$ cat config.mk
export PLATFORM = sky130hd
export DESIGN_NAME = gshare_bp_pipe_flat
export DESIGN_NICKNAME = d
export VERILOG_FILES = /design/src/rtl/gshare_bp_pipe_if.sv /design/src/rtl/gshare_bp_pipe.sv /design/src/flat_wrapper.sv
export SDC_FILE = /design/constraint.sdc
export NUM_CORES = 2
export LEC_CHECK = 0
export CAP_MARGIN = 20
export CORE_ASPECT_RATIO = 1.1
export CORE_UTILIZATION = 25
export DETAILED_ROUTE_END_ITERATION = 8
export PLACE_DENSITY_LB_ADDON = 0.3
export SLEW_MARGIN = 20
export SYNTH_ARGS = -nofsm -noshare
export SYNTH_HDL_FRONTEND = slang
export SYNTH_SLANG_ARGS = --single-unit
$ cat constraint.sdc
create_clock -name clk_i -period 79.1 [get_ports clk_i]
set_input_delay 11.865 -clock clk_i [delete_from_list [all_inputs] [get_ports clk_i]]
set_output_delay 11.865 -clock clk_i [all_outputs]
set_load 0.01 [all_outputs]
$ cat src/rtl/gshare_bp_pipe_if.sv
// Committed-update channel between the FTQ/execute side and the gshare predictor.
// The resolving stage is the master; the predictor accepts on valid & ready.
interface gshare_bp_pipe_if #(
  parameter int unsigned ROW_BITS  = 9,
  parameter int unsigned SLOT_BITS = 1
) ();
  logic                 valid;
  logic                 ready;
  logic [ROW_BITS-1:0]  index;
  logic [SLOT_BITS-1:0] slot;
  logic                 taken;

  modport master (output valid, index, slot, taken, input ready);
  modport slave  (input valid, index, slot, taken, output ready);
endinterface

$ cat src/rtl/gshare_bp_pipe.sv
// Gshare direction predictor: speculative GHR XOR PC row index, flop table of
// saturating counters, 2-stage forwarded update pipeline and a row-per-cycle init sweep.
module gshare_bp_pipe #(
  parameter int unsigned VLEN            = 39,
  parameter int unsigned NR_ENTRIES      = 1024,
  parameter int unsigned INSTR_PER_FETCH = 2,
  parameter int unsigned RVC             = 1,
  parameter int unsigned CTR_BITS        = 2,
  parameter int unsigned HIST_BITS       = 8,
  localparam int unsigned ROWS      = NR_ENTRIES / INSTR_PER_FETCH,
  localparam int unsigned ROW_BITS  = $clog2(ROWS),
  localparam int unsigned SLOT_BITS = (INSTR_PER_FETCH > 1) ? $clog2(INSTR_PER_FETCH) : 1
) (
  input  logic                       clk_i,
  input  logic                       rst_i,
  input  logic                       flush_bp_i,
  input  logic                       debug_mode_i,
  input  logic [VLEN-1:0]            vpc_i,
  input  logic                       spec_valid_i,
  input  logic                       spec_taken_i,
  input  logic                       restore_valid_i,
  input  logic [HIST_BITS-1:0]       restore_ghr_i,
  input  logic                       restore_taken_i,
  gshare_bp_pipe_if.slave            upd,
  output logic [INSTR_PER_FETCH-1:0] pred_valid_o,
  output logic [INSTR_PER_FETCH-1:0] pred_taken_o,
  output logic [ROW_BITS-1:0]        index_o,
  output logic [HIST_BITS-1:0]       ghr_o,
  output logic                       busy_o
);

  localparam int unsigned OFFSET  = (RVC == 1) ? 1 : 2;
  localparam int unsigned IDX_LSB = SLOT_BITS + OFFSET;
  localparam logic [CTR_BITS-1:0] CTR_INIT = CTR_BITS'(1) << (CTR_BITS - 1);
  localparam logic [CTR_BITS-1:0] CTR_MAX  = '1;
  localparam logic [ROW_BITS-1:0] LAST_ROW = ROW_BITS'(ROWS - 1);

  typedef enum logic {ST_INIT, ST_RUN} state_e;

  typedef struct packed {
    logic [ROW_BITS-1:0]  index;
    logic [SLOT_BITS-1:0] slot;
    logic                 taken;
  } upd_t;

  state_e               state_q, state_d;
  logic [ROW_BITS-1:0]  sweep_q, sweep_d;
  logic [HIST_BITS-1:0] ghr_q, ghr_d;

  logic [INSTR_PER_FETCH-1:0]               valid_q [ROWS];
  logic [INSTR_PER_FETCH-1:0][CTR_BITS-1:0] ctr_q   [ROWS];

  logic                s1_valid_q, s2_valid_q;
  upd_t                s1_q, s2_q;
  logic [CTR_BITS-1:0] s2_ctr_q, s2_ctr_new, s1_ctr_rd;
  logic                accept;
  logic                unused_bits;

  // FSM next state and status outputs.
  // NOTE: every always_comb output gets a default first so no path infers a latch.
  always_comb begin
    state_d   = state_q;
    sweep_d   = sweep_q;
    busy_o    = 1'b0;
    upd.ready = 1'b0;
    case (state_q)
      ST_INIT: begin
        busy_o = 1'b1;
        if (flush_bp_i) begin
          sweep_d = '0;
        end else if (sweep_q == LAST_ROW) begin
          state_d = ST_RUN;
          sweep_d = '0;
        end else begin
          sweep_d = sweep_q + ROW_BITS'(1);
        end
      end
      ST_RUN: begin
        upd.ready = 1'b1;
        if (flush_bp_i) begin
          state_d = ST_INIT;
          sweep_d = '0;
        end
      end
    endcase
  end

  // Restore carries the resolved direction on top of the checkpoint, so it beats a fresh guess.
  always_comb begin
    ghr_d = ghr_q;
    if (flush_bp_i)           ghr_d = '0;
    else if (restore_valid_i) ghr_d = {restore_ghr_i[HIST_BITS-2:0], restore_taken_i};
    else if (spec_valid_i)    ghr_d = {ghr_q[HIST_BITS-2:0], spec_taken_i};
  end

  assign accept = upd.valid & upd.ready & ~debug_mode_i;

  // NOTE: sequential state uses non-blocking assignments only, so every flop samples pre-edge values.
  always_ff @(posedge clk_i) begin
    if (rst_i) begin
      state_q    <= ST_INIT;
      sweep_q    <= '0;
      ghr_q      <= '0;
      s1_valid_q <= 1'b0;
      s2_valid_q <= 1'b0;
    end else begin
      state_q    <= state_d;
      sweep_q    <= sweep_d;
      ghr_q      <= ghr_d;
      s1_valid_q <= accept & ~flush_bp_i;
      s2_valid_q <= s1_valid_q & ~flush_bp_i;
    end
  end

  // Back-to-back hits on one entry must see the counter S2 is about to write.
  assign s1_ctr_rd = (s2_valid_q && s2_q.index == s1_q.index && s2_q.slot == s1_q.slot)
                   ? s2_ctr_new : ctr_q[s1_q.index][s1_q.slot];

  always_ff @(posedge clk_i) begin
    s1_q     <= '{index: upd.index, slot: upd.slot, taken: upd.taken};
    s2_q     <= s1_q;
    s2_ctr_q <= s1_ctr_rd;
  end

  always_comb begin
    s2_ctr_new = s2_ctr_q;
    if (s2_q.taken) begin
      if (s2_ctr_q != CTR_MAX) s2_ctr_new = s2_ctr_q + CTR_BITS'(1);
    end else begin
      if (s2_ctr_q != '0)      s2_ctr_new = s2_ctr_q - CTR_BITS'(1);
    end
  end

  // NOTE: the table has no reset; the init sweep defines every entry before predictions are enabled.
  always_ff @(posedge clk_i) begin
    if (state_q == ST_INIT) begin
      valid_q[sweep_q] <= '0;
      ctr_q[sweep_q]   <= {INSTR_PER_FETCH{CTR_INIT}};
    end else if (s2_valid_q) begin
      valid_q[s2_q.index][s2_q.slot] <= 1'b1;
      ctr_q[s2_q.index][s2_q.slot]   <= s2_ctr_new;
    end
  end

  assign index_o = vpc_i[IDX_LSB +: ROW_BITS] ^ ROW_BITS'(ghr_q);
  assign ghr_o   = ghr_q;

  for (genvar s = 0; s < INSTR_PER_FETCH; s++) begin : g_pred
    assign pred_valid_o[s] = (state_q == ST_RUN) & valid_q[index_o][s];
    assign pred_taken_o[s] = (state_q == ST_RUN) & ctr_q[index_o][s][CTR_BITS-1];
  end

  assign unused_bits = ^{vpc_i, restore_ghr_i};

endmodule

$ cat src/flat_wrapper.sv
// flat-port wrapper written by rule: the top's interface ports become plain ports
module gshare_bp_pipe_flat 
#(
  parameter int unsigned VLEN            = 39,
  parameter int unsigned NR_ENTRIES      = 1024,
  parameter int unsigned INSTR_PER_FETCH = 2,
  parameter int unsigned RVC             = 1,
  parameter int unsigned CTR_BITS        = 2,
  parameter int unsigned HIST_BITS       = 8,
  localparam int unsigned ROWS      = NR_ENTRIES / INSTR_PER_FETCH,
  localparam int unsigned ROW_BITS  = $clog2(ROWS),
  localparam int unsigned SLOT_BITS = (INSTR_PER_FETCH > 1) ? $clog2(INSTR_PER_FETCH) : 1
)
  (clk_i, rst_i, flush_bp_i, debug_mode_i, vpc_i, spec_valid_i, spec_taken_i, restore_valid_i, restore_ghr_i, restore_taken_i, pred_valid_o, pred_taken_o, index_o, ghr_o, busy_o, upd_valid, upd_index, upd_slot, upd_taken, upd_ready);
  gshare_bp_pipe_if #(.ROW_BITS((9)), .SLOT_BITS(1)) upd_i ();
  input  logic clk_i;
  input  logic rst_i;
  input  logic flush_bp_i;
  input  logic debug_mode_i;
  input  logic [VLEN-1:0] vpc_i;
  input  logic spec_valid_i;
  input  logic spec_taken_i;
  input  logic restore_valid_i;
  input  logic [HIST_BITS-1:0] restore_ghr_i;
  input  logic restore_taken_i;
  output logic [INSTR_PER_FETCH-1:0] pred_valid_o;
  output logic [INSTR_PER_FETCH-1:0] pred_taken_o;
  output logic [ROW_BITS-1:0] index_o;
  output logic [HIST_BITS-1:0] ghr_o;
  output logic busy_o;
  input wire logic [$bits(upd_i.valid)-1:0] upd_valid;
  input wire logic [$bits(upd_i.index)-1:0] upd_index;
  input wire logic [$bits(upd_i.slot)-1:0] upd_slot;
  input wire logic [$bits(upd_i.taken)-1:0] upd_taken;
  output wire logic [$bits(upd_i.ready)-1:0] upd_ready;
  assign upd_i.valid = upd_valid;
  assign upd_i.index = upd_index;
  assign upd_i.slot = upd_slot;
  assign upd_i.taken = upd_taken;
  assign upd_ready = upd_i.ready;
  gshare_bp_pipe #(.VLEN(VLEN), .NR_ENTRIES(NR_ENTRIES), .INSTR_PER_FETCH(INSTR_PER_FETCH), .RVC(RVC), .CTR_BITS(CTR_BITS), .HIST_BITS(HIST_BITS)) u_core (.clk_i(clk_i), .rst_i(rst_i), .flush_bp_i(flush_bp_i), .debug_mode_i(debug_mode_i), .vpc_i(vpc_i), .spec_valid_i(spec_valid_i), .spec_taken_i(spec_taken_i), .restore_valid_i(restore_valid_i), .restore_ghr_i(restore_ghr_i), .restore_taken_i(restore_taken_i), .upd(upd_i), .pred_valid_o(pred_valid_o), .pred_taken_o(pred_taken_o), .index_o(index_o), .ghr_o(ghr_o), .busy_o(busy_o));
endmodule
Yosys cells after proc, flatten, opt, wreduce, memory -nomap -nowiden. Memories as Yosys holds them, arrays and structs flattened. A register that Yosys moved wholly into a read port is not among the register bits. Index checks and enable logic that the tools add are counted.

Flip-flop bits (word level): 44. Bits in writable memories: 3072. Input bits: 67. Output and inout bits: 23. Word-level logic and storage cells: 77. Memories kept: 2.

$add $sub $neg: 3. Magnitude comparators: 3. Equal/unequal tests: 5. Muxes and demuxes: 32. Bitwise operators: 12. Reductions and logical operators: 8.

Memories: u_core.ctr_q (depth 512, width 4, rd ports 2, clocked after memory_dff 1, wr ports 1, line gshare_bp_pipe.sv:51) `logic [INSTR_PER_FETCH-1:0][CTR_BITS-1:0] ctr_q [ROWS];`; u_core.valid_q (depth 512, width 2, rd ports 1, clocked after memory_dff 0, wr ports 1, line gshare_bp_pipe.sv:50) `logic [INSTR_PER_FETCH-1:0] valid_q [ROWS];`.

Operator list (count): $mux W9 (5); $mux W2 (10); $pmux W9 S2 (1); $mux W8 (2); $mux W4 (3); $add A9 B1 Y9 const B (1); $eq A9 B9 Y1 (1); $eq A9 B9 Y1 const B (1); $xor A9 B8 Y9 (1); $and A1 B1 Y1 (8); $mux W1 (8); $lt A1 B2 Y1 const B (2); $ne A2 B2 Y1 const B (2); $reduce_bool A2 Y1 (2); $reduce_or A2 Y1 (2); $reduce_or A4 Y1 (1); $logic_and A1 B1 Y1 (3); $not A1 Y1 (3); $add A2 B1 Y2 const B (1); $demux W2 S1 (1); $pmux W1 S2 (1); $sub A2 B1 Y2 const B (1); $demux W1 S1 (1); $eq A1 B1 Y1 (1); $ge A1 B1 Y1 const B (1).

Longest topological paths before layout.
Depth in word-level cells: 7. Depth in mapped cells: 15.

Least setup slack after synthesis. OpenSTA, ideal clock, no wires.

Path type: reg2reg. Start: reg u_core.state_q. End: mem u_core.ctr_q[0][1] (netlist bit) (data pin). Library setup time: 3.868 ns. Arrival: 58.918 ns. Path slack: 16.314 ns. Cell stages (with the launch flop): 6. Buffers on the path: 2. Clock period less this slack: 62.786 ns. Cells stage by stage: dfxtp_1 clkbuf_1 nand2_1 inv_2 buf_1 nand2b_1.

Word-level cells in the longest chain between the ends: 4.

Ends and longest elaborated chain: from (decl) (line gshare_bp_pipe.sv:46) `state_e state_q, state_d;`; from (signal assigned) (line gshare_bp_pipe.sv:107) `state_q <= state_d;`; $mux W1 (line gshare_bp_pipe.sv:136) `if (state_q == ST_INIT) begin`; $mux W4 (not written as such) (line gshare_bp_pipe.sv:141) `ctr_q[s2_q.index][s2_q.slot] <= s2_ctr_new;`; $reduce_or A4 Y1 (no line); $mux W4 (no line); to (decl) (line gshare_bp_pipe.sv:51).

No other way between the ends.

Final worst setup path.
Start: in vpc_i[3]. End: out pred_valid_o[1].

Word-level cells in the longest chain between the ends: 3.

Ends and longest elaborated chain: from (decl) (line flat_wrapper.sv:20) `input logic [VLEN-1:0] vpc_i;`; $xor A9 B8 Y9 (line gshare_bp_pipe.sv:145) `assign index_o = vpc_i[IDX_LSB +: ROW_BITS] ^ ROW_BITS'(ghr_q);`; $mem_v2 Z512 W2; $and A1 B1 Y1 (line gshare_bp_pipe.sv:149) `assign pred_valid_o[s] = (state_q == ST_RUN) & valid_q[index_o][s];`; to (decl) (line flat_wrapper.sv:26) `output logic [INSTR_PER_FETCH-1:0] pred_valid_o;`.

No other way between the ends.

==> flow_summary_export.csv <==
group,metric,value,unit
outcome,status,"finished with violations",
outcome,violations,"DRC",
grt,antenna_found_initial,27,
setup_path,cp.arrival,19.35,ns
setup_path,crit_required,67.24,ns
floorplanning,initial_utilization,0.251,
detailed_routing,viasPerCell,5.06,
finish,area_growth,15.5,%
yosys,synthesis.nets,7272,
timing,rsz0062_at_grt,"false",
setup_path,r2r_slack,72.33,ns
detailed_routing,wl_per_cell,30.4,um
setup_path,worst-r2r-cell-count,12,
grt,grt_pass1_wl,611000,um
timing,slew_viol_final,0,
timing,fin_crit,31.22,ns
cts,cts_resized,0,
setup_path,cp_top_family,"buffers and inverters",
setup_path,worstSetupPathType,"in -> out",
min_path,hold_depth,0,
cts,post-cts-setup-buffers,0,
floorplanning,rows,279,
power_and_ir_drop,peakVddDrop,0.0173,mV
setup_path,crit_slowest_cell,"buf_4",
power_and_ir_drop,p_leak,0.0481,uW
yosys,syn_area_per_cell,18.3,um^2
min_path,hold_path.class,"reg -> reg",
detailed_routing,postRouteAntennaNets,0,
timing,finalClockSkew,0.0958,ns
placement,place.gp.congestion,0.831,
cts,clk_pin_slew,0.06,ns
yosys,syn_area,0.132,mm^2
cts,htree_num_levels,5,
yosys,synth-seq-cells,3116,
yosys,synth_ff_type,"edfxtp_1",
yosys,ys_seq_area_frac,0.705,
job,drv_cap,0,
timing,post-route-period-util,0.395,
timing,setup_viol,0,
finish,utilization,0.290,
setup_path,path_buf_inv,8,
yosys,synth_cell_types,67,
cts,clockRootBuffer,"clkbuf_16",
grt,grt_pass1_vias,75500,
floorplanning,core_area,0.525,mm^2
detailed_routing,vias,73600,
detailed_routing,routed_wirelength,442000,um
grt,globalRoute.totalOverflow,0,
cts,numCtsBuffers,343,
timing,tightest_slew,1.24,ns
floorplanning,die_area,0.531,mm^2
cts,clock_path_buffers,4,
floorplanning,die_h,764,um
finish,fin_nets,7322,
finish,mostFrequentLayoutCell,"edfxtp_1",
placement,dp.cells,13900,
setup_path,cpPeakStageDelay,0.89,ns
power_and_ir_drop,p_per_area,23.8,mW/mm^2
min_path,worstHoldStart,"u_core.s1_q[0]",
timing,fin_tns_setup,0,ns
setup_path,crit_path_end_kind,"primary output",
setup_path,critPathMaxFanout,91,
placement,dp_hpwl,262000,um
cts,clock_latency,1.00,ns
finish,layout-drive-gt1-share,0.246,
grt,grt_max_degree,242,
timing,hold_viol,0,
yosys,ys_warn_count,0,
cts,cts_hold_buf,0,
floorplanning,die_w,695,um
setup_path,reg2reg_from,"u_core.s1_q[2]",
min_path,min_to,"u_core.s2_q[0]",
finish,final_cell_mix,"3072 x edfxtp_1, 1143 x nor2_1, 1028 x mux4_2",
setup_path,path_cells,"clkdlybuf4s50_1, xnor2_1, buf_4, inv_8, buf_4, buf_12, buf_4, buf_4, mux4_2, a22o_1, a221oi_1, o22ai_1, or4_1, o211ai_1, a31oi_1, clkdlybuf4s50_1",
setup_path,reg2reg_to,"u_core.s2_ctr_q[1]",
timing,hold-worst-slack,0.337,ns
yosys,synthCells,7203,
detailed_routing,route.detailed.drc,16,
detailed_routing,first_iter_violations,8682,
grt,grt_usage,0.162,
setup_path,cp-start-kind,"input pin",
timing,max_freq,0.0320,GHz
yosys,async_reset_ff_frac,0,
placement,io_buffers,58,
floorplanning,io_pins,90,
timing,relSlewSlack,0.170,
setup_path,path_common_cell,"buf_4",
cts,cts_tree,"yes",
detailed_routing,detail_route.first_pass.iterations,9,
finish,fillers,51400,
yosys,synth_edf_count,3072,
cts,clock-sinks,3116,
finish,fin_cells,14600,
state kept, by name (all words and copies together), names as in the netlist:
| name | flops |
|---|---|
| u_core.ctr_q | 2048 |
| u_core.valid_q | 1024 |
| u_core.s1_q | 11 |
| u_core.s2_q | 11 |
| u_core.sweep_q | 9 |
| u_core.ghr_o | 8 |
| u_core.s2_ctr_q | 2 |
| u_core.s1_valid_q | 1 |
| u_core.s2_valid_q | 1 |
| u_core.state_q | 1 |
worst max-delay path by stage:
stage / from / end / slack (ns) / cells past startpoint
floorplan: u_core.state_q / u_core.ctr_q[0][1] / 16.31 / 5
global placement: vpc_i[3] / pred_valid_o[1] / 47.89 / 16
detailed placement: vpc_i[3] / pred_valid_o[1] / 47.87 / 16
CTS: vpc_i[3] / pred_valid_o[1] / 47.86 / 16
global route: vpc_i[3] / pred_valid_o[1] / 47.84 / 16
finish: vpc_i[3] / pred_valid_o[1] / 47.88 / 16
cells by family (layout without fill, tap and decap cells):
family	count (synthesis)	in the layout	share of synthesized area
DFF	3116	3116	0.705
adders and majority gates	4	4	0.000341
other	0	6	0
muxes	1198	1198	0.188
AOI/OAI and AO/OA	599	599	0.0326
buffers and inverters	595	919	0.0216
xor gates and xnor gates	18	18	0.00134
and+or+nand+nor	1673	1673	0.0506
Yosys cell counts, drive strengths merged (44+ instances only):
master / n / share of area
dfxtp: 44 / 0.0067
nand3: 88 / 0.0033
clkbuf: 298 / 0.0085
o22ai: 44 / 0.0021
mux4: 1028 / 0.18
a21oi: 116 / 0.0044
edfxtp: 3072 / 0.70
mux2i: 161 / 0.012
buf: 274 / 0.012
nor2: 1156 / 0.033
o21ai: 53 / 0.0020
a22oi: 115 / 0.0065
nand2: 313 / 0.0089
power breakdown:
part / switching (uW) / internal [uW]
clock: 689 / 953
sequential: 3.58 / 1790
combinational: 136 / 66.0
total: 828 / 2810
layout make-up:
class	count	area [um^2]	share of cell area
flip-flops and latches	3116	93200	0.611
diodes	6	15.0	0.0000985
multi-input cells	3492	36500	0.240
inverters	23	131	0.000862
well taps	7025	8790	0.0576
clock inverters	213	2470	0.0162
clock buffers	406	8900	0.0584
repair buffers	277	2480	0.0163
per-stage QoR:
step / power (uW) / area [um^2] / setup slack, ns
3_5_place_dp: 2030 / 141000 / 47.87
5_1_grt: 3720 / 152000 / 47.84
2_1_floorplan: 1940 / 132000 / 16.31
3_3_place_gp: 2030 / 141000 / 47.89
6_report: 3630 / 152000 / 47.88
4_1_cts: 3660 / 152000 / 47.86
worst reg2reg max path: stages, from the launching register on:
cell and delay [ns]:
dfxtp_4 0.84, buf_4 0.68, buf_12 0.60, buf_4 0.89
buf_12 0.65, mux4_2 0.72, a22o_1 0.26, a221oi_1 0.48
o22ai_1 0.17, o21ai_0 0.55, a32oi_1 0.27, o2111ai_1 0.34
o211ai_1 0.13
routing by layer:
layer  global-route usage  share of wire  routed length [um]  vias up
met5                    0        0.00012                  51        -
met4               0.0615          0.043               18900        6
met3               0.0355          0.087               38600      751
met2                0.265           0.48              210000     3649
met1                0.210           0.39              174000    39800
li1                     -              -                   -    29400
No activity file was read; power rests on OpenSTA's default activity.
